$ cat config.mk
export PLATFORM = sky130hd
export DESIGN_NAME = mem_dump_uart_tx
export DESIGN_NICKNAME = d
export VERILOG_FILES = /design/src/rtl/mem_dump_uart_tx.sv
export SDC_FILE = /design/constraint.sdc
export NUM_CORES = 1
export LEC_CHECK = 0
export CORE_MARGIN = 1.5
export CORE_UTILIZATION = 49
export CTS_CLUSTER_DIAMETER = 120
export DETAILED_ROUTE_END_ITERATION = 12
export PLACE_DENSITY = 0.87
export SLEW_MARGIN = 0
export SYNTH_ARGS = -nofsm -noshare
export SYNTH_HDL_FRONTEND = slang
export SYNTH_SLANG_ARGS = --single-unit
export TNS_END_PERCENT = 20
$ cat constraint.sdc
create_clock -name clk -period 1.91 [get_ports clk]
set_input_delay 0.573 -clock clk [delete_from_list [all_inputs] [get_ports clk]]
set_output_delay 0.573 -clock clk [all_outputs]
set_load 0.02 [all_outputs]
$ cat src/rtl/mem_dump_uart_tx.sv
// ============================================================================
// mem_dump_uart_tx : streams a block of data memory out over an 8N1 UART line
// Revision 1.0
// ============================================================================
`default_nettype none

module mem_dump_uart_tx #(
    parameter int CLKS_PER_BIT = 87,
    parameter int ADDR_W       = 19,
    parameter int MEM_DEPTH    = 16911
) (
    input  logic              clk,
    input  logic              rst_n,
    input  logic              start,
    input  logic [ADDR_W-1:0] base_addr,
    input  logic [ADDR_W-1:0] length,
    output logic [ADDR_W-1:0] extAddr,
    input  logic [7:0]        ext_d_out,
    output logic              tx,
    output logic              busy,
    output logic              done,
    output logic [ADDR_W-1:0] bytes_sent
);

    localparam int          TW       = (CLKS_PER_BIT > 1) ? $clog2(CLKS_PER_BIT) : 1;
    localparam logic [TW-1:0]     TMAX     = TW'(CLKS_PER_BIT - 1);
    localparam logic [ADDR_W-1:0] LAST_ADR = ADDR_W'(MEM_DEPTH - 1);

    typedef enum logic [2:0] {
        S_IDLE  = 3'd0,
        S_FETCH = 3'd1,
        S_LATCH = 3'd2,
        S_START = 3'd3,
        S_DATA  = 3'd4,
        S_STOP  = 3'd5,
        S_DONE  = 3'd6
    } state_t;

    state_t            state_q, state_d;
    logic [ADDR_W-1:0] addr_q, addr_d;
    logic [ADDR_W-1:0] remain_q, remain_d;
    logic [ADDR_W-1:0] sent_q, sent_d;
    logic [ADDR_W-1:0] ext_addr_q, ext_addr_d;
    logic [7:0]        shift_q, shift_d;
    logic [TW-1:0]     timer_q, timer_d;
    logic [2:0]        bit_idx_q, bit_idx_d;
    logic              tx_q, busy_q, done_q;

    always_comb begin
        state_d    = state_q;
        addr_d     = addr_q;
        remain_d   = remain_q;
        sent_d     = sent_q;
        ext_addr_d = ext_addr_q;
        shift_d    = shift_q;
        timer_d    = timer_q;
        bit_idx_d  = bit_idx_q;

        case (state_q)
            S_IDLE: begin
                if (start) begin
                    addr_d   = base_addr;
                    remain_d = length;
                    sent_d   = '0;
                    state_d  = (length == '0) ? S_DONE : S_FETCH;
                end
            end
            S_FETCH: begin
                ext_addr_d = addr_q;
                state_d    = S_LATCH;
            end
            S_LATCH: begin
                shift_d = ext_d_out;
                addr_d  = (addr_q == LAST_ADR) ? '0 : addr_q + ADDR_W'(1);
                timer_d = '0;
                state_d = S_START;
            end
            S_START: begin
                if (timer_q == TMAX) begin
                    timer_d   = '0;
                    bit_idx_d = '0;
                    state_d   = S_DATA;
                end else begin
                    timer_d = timer_q + TW'(1);
                end
            end
            S_DATA: begin
                if (timer_q == TMAX) begin
                    timer_d = '0;
                    if (bit_idx_q == 3'd7) begin
                        state_d = S_STOP;
                    end else begin
                        bit_idx_d = bit_idx_q + 3'd1;
                    end
                end else begin
                    timer_d = timer_q + TW'(1);
                end
            end
            S_STOP: begin
                if (timer_q == TMAX) begin
                    timer_d  = '0;
                    sent_d   = sent_q + ADDR_W'(1);
                    remain_d = remain_q - ADDR_W'(1);
                    state_d  = (remain_q == ADDR_W'(1)) ? S_DONE : S_FETCH;
                end else begin
                    timer_d = timer_q + TW'(1);
                end
            end
            S_DONE: begin
                state_d = S_IDLE;
            end
            default: begin
                state_d = S_IDLE;
            end
        endcase
    end

    always_ff @(posedge clk or negedge rst_n) begin
        if (!rst_n) begin
            state_q    <= S_IDLE;
            addr_q     <= '0;
            remain_q   <= '0;
            sent_q     <= '0;
            ext_addr_q <= '0;
            shift_q    <= '0;
            timer_q    <= '0;
            bit_idx_q  <= '0;
        end else begin
            state_q    <= state_d;
            addr_q     <= addr_d;
            remain_q   <= remain_d;
            sent_q     <= sent_d;
            ext_addr_q <= ext_addr_d;
            shift_q    <= shift_d;
            timer_q    <= timer_d;
            bit_idx_q  <= bit_idx_d;
        end
    end

    // Line outputs are registered from the current state, so they trail it by one cycle.
    always_ff @(posedge clk or negedge rst_n) begin
        if (!rst_n) begin
            tx_q   <= 1'b1;
            busy_q <= 1'b0;
            done_q <= 1'b0;
        end else begin
            tx_q   <= (state_q == S_START) ? 1'b0 :
                      (state_q == S_DATA)  ? shift_q[bit_idx_q] : 1'b1;
            busy_q <= (state_q == S_FETCH) || (state_q == S_LATCH) || (state_q == S_START) ||
                      (state_q == S_DATA)  || (state_q == S_STOP);
            done_q <= (state_q == S_DONE);
        end
    end

    assign tx         = tx_q;
    assign busy       = busy_q;
    assign done       = done_q;
    assign extAddr    = ext_addr_q;
    assign bytes_sent = sent_q;

endmodule

`default_nettype wire

Yosys cells after proc, flatten, opt, wreduce, memory -nomap -nowiden

Cells that the tools add are included.

Bits in registers: 100
Input port bits: 49

$add $sub $neg: 5
Magnitude comparators: 1
Equality and inequality tests: 16
Mux-type cells: 27
Reductions and logical operators: 15

Operator list:

| operator                                                                     | count |
|---|---|
| 19-bit two-way mux                                                           | 6 |
| 19-bit case mux with 2 select lines                                          | 3 |
| 19-bit by 1-bit adder with 19-bit output, second input constant              | 2 |
| 3-bit two-way mux                                                            | 10 |
| 19-bit by 1-bit equality test with 1-bit output, second input constant       | 1 |
| 19-bit by 15-bit equality test with 1-bit output, second input constant      | 1 |
| 19-bit zero test                                                             | 1 |
| 19-bit by 1-bit subtractor with 19-bit output, second input constant         | 1 |
| 3-bit case mux with 6 select lines                                           | 1 |
| 7-bit case mux with 2 select lines                                           | 1 |
| 3-bit equality test, second input constant                                   | 4 |
| 2-bit != test, second input constant                                         | 6 |
| 2-bit nonzero test                                                           | 4 |
| 7-bit by 1-bit adder with 7-bit output, second input constant                | 1 |
| 7-bit equality test, second input constant                                   | 1 |
| 7-bit two-way mux                                                            | 1 |
| 3-bit by 2-bit equality test with 1-bit output, second input constant        | 2 |
| 3-bit case mux with 2 select lines                                           | 1 |
| 5-bit AND reduction                                                          | 1 |
| 1-bit logical OR                                                             | 4 |
| 3-bit by 4-bit less-than comparator with 1-bit output, second input constant | 1 |
| 4-bit AND reduction                                                          | 1 |
| 3-bit by 1-bit adder with 3-bit output, second input constant                | 1 |
| 1-bit binary-select mux with 3-bit select                                    | 1 |
| 6 further kinds                                                              | 8 |

Logic depth before layout (Yosys ltp)

Word-level depth: 5
Depth in mapped cells: 9
Depth with buffers taken out: 7

Worst setup path before layout

OpenSTA, ideal clock, no wires.

Path type: input port to flip-flop
From: in start
To: reg sent_q[15] (netlist: bytes_sent[15])
Library setup time: 0.078 ns
Data arrival time: 1.880 ns
Path slack: -0.048 ns
Stages: 6
Cells stage by stage: buf_2 nor4b_2 buf_2 o211ai_2 or3_1 a21oi_1

Word-level cells in the longest chain between the ends: 2

RTL lines:

| what                          | line | text |
|---|---|---|
| start, declared               | 14   | `input logic start,` |
| 2-bit != test (no line)       | --   |  |
| 3-bit AND reduction (no line) | --   |  |
| end signal, assigned          | 132  | `sent_q <= sent_d;` |
| end, declared                 | 42   | `logic [ADDR_W-1:0] sent_q, sent_d;` |

No other way between the ends.
A chain may end at the register's enable or synchronous reset.

Worst setup path after layout

From: reg state_q[0]
To: reg sent_q[11] (netlist: bytes_sent[11])

Word-level cells in the longest chain between the ends: 3
Elaborated cells on any way between the ends: 7

RTL lines:

| what                                                                 | line | text |
|---|---|---|
| start, declared                                                      | 39   | `state_t state_q, state_d;` |
| start signal, assigned                                               | 129  | `state_q <= state_d;` |
| 3-bit equality test / 3-bit zero test (equally long branches)        | 59   | `case (state_q)` |
| 2-bit != test (no line) / 2-bit nonzero test (equally long branches) | --   |  |
| 3-bit AND reduction (no line)                                        | --   |  |

Parallel ways exist; a longest one is shown, timed or not.

==> results.md <==
* Die width at 108.1 microns
* Top area cells in the synthesized netlist: dfrtp_1 (46%), mux2_2 (5.0%), nand2_1 (4.5%)
* Largest net degree at the start of global routing at 62
* Crit start category: flop
* Tmin final at 1963 ps
* Final core occ at 68.68%
* CP Capture Point: bytes_sent[11]$_DFFE_PN0P_
* Fmax at 0.5095 GHz
* Starting Density at 50.17%
* Root Buffer: clkbuf_8
* Launch point of the worst reg-to-reg path: state_q[0]$_DFFE_PN0P_
* Failing checks: setup timing
* Synth Net Count at 632
* Final WS setup at -52.72 ps
* Synthesized area at 5415 sq um
* CTS tree: built
* Count leader, synth: dfrtp_1
* Period utilisation layout at 102.8%
* LEAKAGE at 0.003420 uW
* DP HPWL at 10.93 mm
* H-tree Lvls at 3
* DR WL/cell at 17.74 microns
* FFs w/ async S/R, synth at 100.0%
* I/O Buffers at 89
* CP top delay family: simple AND/OR/NAND/NOR gates
* Register area at 2509 sq um
* RSZ-0062 raised after global routing: yes
* Mapped Avg Cell Area at 9.434 sq um
* Design Power at 5770 uW
* Inst Count DP at 855
* Final Non-Filler Cells at 873
* Placer Congestion at 0.8879
* Post-synth EDFFs at 0
* First-pass GRT wire length at 24.80 mm
* Drt first-iter violations at 398
* Clock sink count at 100
* Vias in the first global route at 5,355
* R2R depth at 6
* Flop2flop setup slack at -50 ps
* CTS clock-pin slew for the worst setup and hold paths at 110 ps
* VDD IR max at 0.7810 mV
* RR Endpoint: bytes_sent[11]$_DFFE_PN0P_
* Max-cap viol count at 0
* Synth Register Bits at 100
* TritonCTS buffer count at 9
* Height of the chip at 108.1 microns
* Initial antenna violation count at 0
* Hold_ws at 485.2 ps
* Pre-antenna DRT Iters at 5
* # diodes at 0
* Area Growth Syn to Fin at 36.88%
* Drt drc at 0
* Worst Max-Slew Pin Slew at 423.9 ps
* Setup-failing EPs final at 2
* IO Count at 90
* Worst path bufs/invs at 2
* Via count at 5,234
* Synth cell types at 64
* Largest area contributor in the netlist: dfrtp_1
* Filler Cell Count at 811
* Area of the multi-input gates at 2914 sq um
* Synth top area share at 45.75%
* Crit path depth at 6
* Top cells by count, synth: dfrtp_1 (99), nand2_1 (65), nor2_1 (47), o21ai_0 (45), nand3_1 (33)
* Slew HR at 71.48%
* Sequence of cells on the critical path: buf_4, nor4b_4, buf_6, o2111ai_2, or3_1, a21oi_1
* Cell Rows at 38
* Grt total ovfl at 0
* Fin. Hold Viols at 0
* Sequential area share after synthesis at 46.23%
* Critical Path AT at 2270 ps
* Critical Path Max Stage Delay at 450 ps
* Antenna viol nets, final at 0
* Status: complete, but fails checks
* Slowest stage cell, crit path: dfrtp_2
* Kind of critical path: reg2reg
* Main flop type after synthesis: dfrtp_1
* Clock latency on the worst-skew pair at 390 ps
* Pwr dens at 778.4 nW/um^2
* Final wirelength at 15.48 mm
* Post-synthesis cell count at 574
* Core Area at 10,790 sq um
* GR Util All Layers at 26.85%
* Share of cells above drive strength 1 at 22.37%
* Crit path max fanout at 8
* Worst Skew at 15.98 ps
* Yosys Warn Count at 0
* Critical Path Source: state_q[0]$_DFFE_PN0P_
* Critical path endpoint category: flop
* Average vias per placed instance at 5.995
* Critical Path RT at 2210 ps
* Slew Limit Fails at 0
* Nets at 786
* CTS Buffer Depth at 2
* Worst slack at placement at -626.9 ps
* Die area at 11,690 sq um
* Hold WC Path Type: reg2reg
==> cells in the final DEF, fill, tap and decap left out, types with 17 or more instances in the layout <==
master,count
dfrtp_1,95
buf_4,75
nand2_1,64
nor2_1,47
o21ai_0,45
dlygate4sd2_1,42
nand3_1,32
clkdlybuf4s50_1,31
a21oi_1,27
mux2_2,24
a22oi_1,17
==> worst min path at each step <==
stage                                      start                          to  cells after the start
after floorplan                            rst_n       addr_q[0]$_DFFE_PN0P_                      0
after global placement                     rst_n  bytes_sent[12]$_DFFE_PN0P_                      1
after detailed placement                   rst_n  bytes_sent[11]$_DFFE_PN0P_                      1
after CTS                 shift_q[1]$_DFFE_PN0P_      shift_q[1]$_DFFE_PN0P_                      2
after global routing      shift_q[4]$_DFFE_PN0P_      shift_q[4]$_DFFE_PN0P_                      2
final                     shift_q[2]$_DFFE_PN0P_      shift_q[2]$_DFFE_PN0P_                      2
==> worst reg2reg max path: cells and delay by family (launching register included) <==
family	cells	cell delay, ps
and+or+nand+nor	2	710
buffers and inverters	2	380
DFF	1	450
AOI/OAI and AO/OA	2	350
==> logic make-up after synthesis <==
group	after synthesis	share of synthesized area, %
AOI/OAI and AO/OA	145	17.05
xor gates and xnor gates	15	2.426
adders and majority gates	9	2.080
buffers and inverters	42	3.235
DFF	100	46.23
muxes	30	6.562
and+or+nand+nor	233	22.41
==> sequential cells by signal, indices dropped and copies added (netlist names), 3 cells and up <==
name / count
extAddr: 19
state_q: 3
bit_idx_q: 3
shift_q: 8
timer_q: 7
bytes_sent: 19
addr_q: 19
remain_q: 19
==> area by class of cell <==
class	count	area share (%)
well taps	140	2.363
inverters	13	0.6583
flip-flops and latches	100	33.85
clock inverters	6	0.6246
repair buffers	172	21.34
clock buffers	10	1.857
multi-input cells	432	39.31
==> power breakdown <==
part / internal, uW / switching [uW] / total (uW)
combinational: 790 / 778 / 1570
clock: 521 / 792 / 1310
sequential: 2490 / 400 / 2890
==> per-layer routing <==
metal | up-vias | share of wire, % | track usage [%]
met3 | 40 | 5.9 | 6.389
li1 | 2412 | - | -
met2 | 209 | 52 | 47.38
met5 | - | 0 | 0
met1 | 2573 | 39 | 31.69
met4 | 0 | 2.9 | 10.06
==> per-stage QoR <==
| step | setup TNS (ps) | cell area, sq um |
|---|---|---|
| final | -95.74 | 7412 |
| after CTS | -142.9 | 7261 |
| after detailed placement | -17740 | 7057 |
| after global routing | -583.2 | 7412 |
| after global placement | -15510 | 7057 |
| after floorplan | -7.564 | 5434 |
==> repair_timing <==
item / 4_1_cts / 5_1_grt
buffers inserted: 1 / 0
pin swaps: 1 / 6
endpoints found under the hold margin: 5 / 0
setup endpoints to repair: 53 / 34
gates resized for setup: 53 / 35
hold buffers: 1 / 0
No activity file was read; power rests on OpenSTA's default activity.
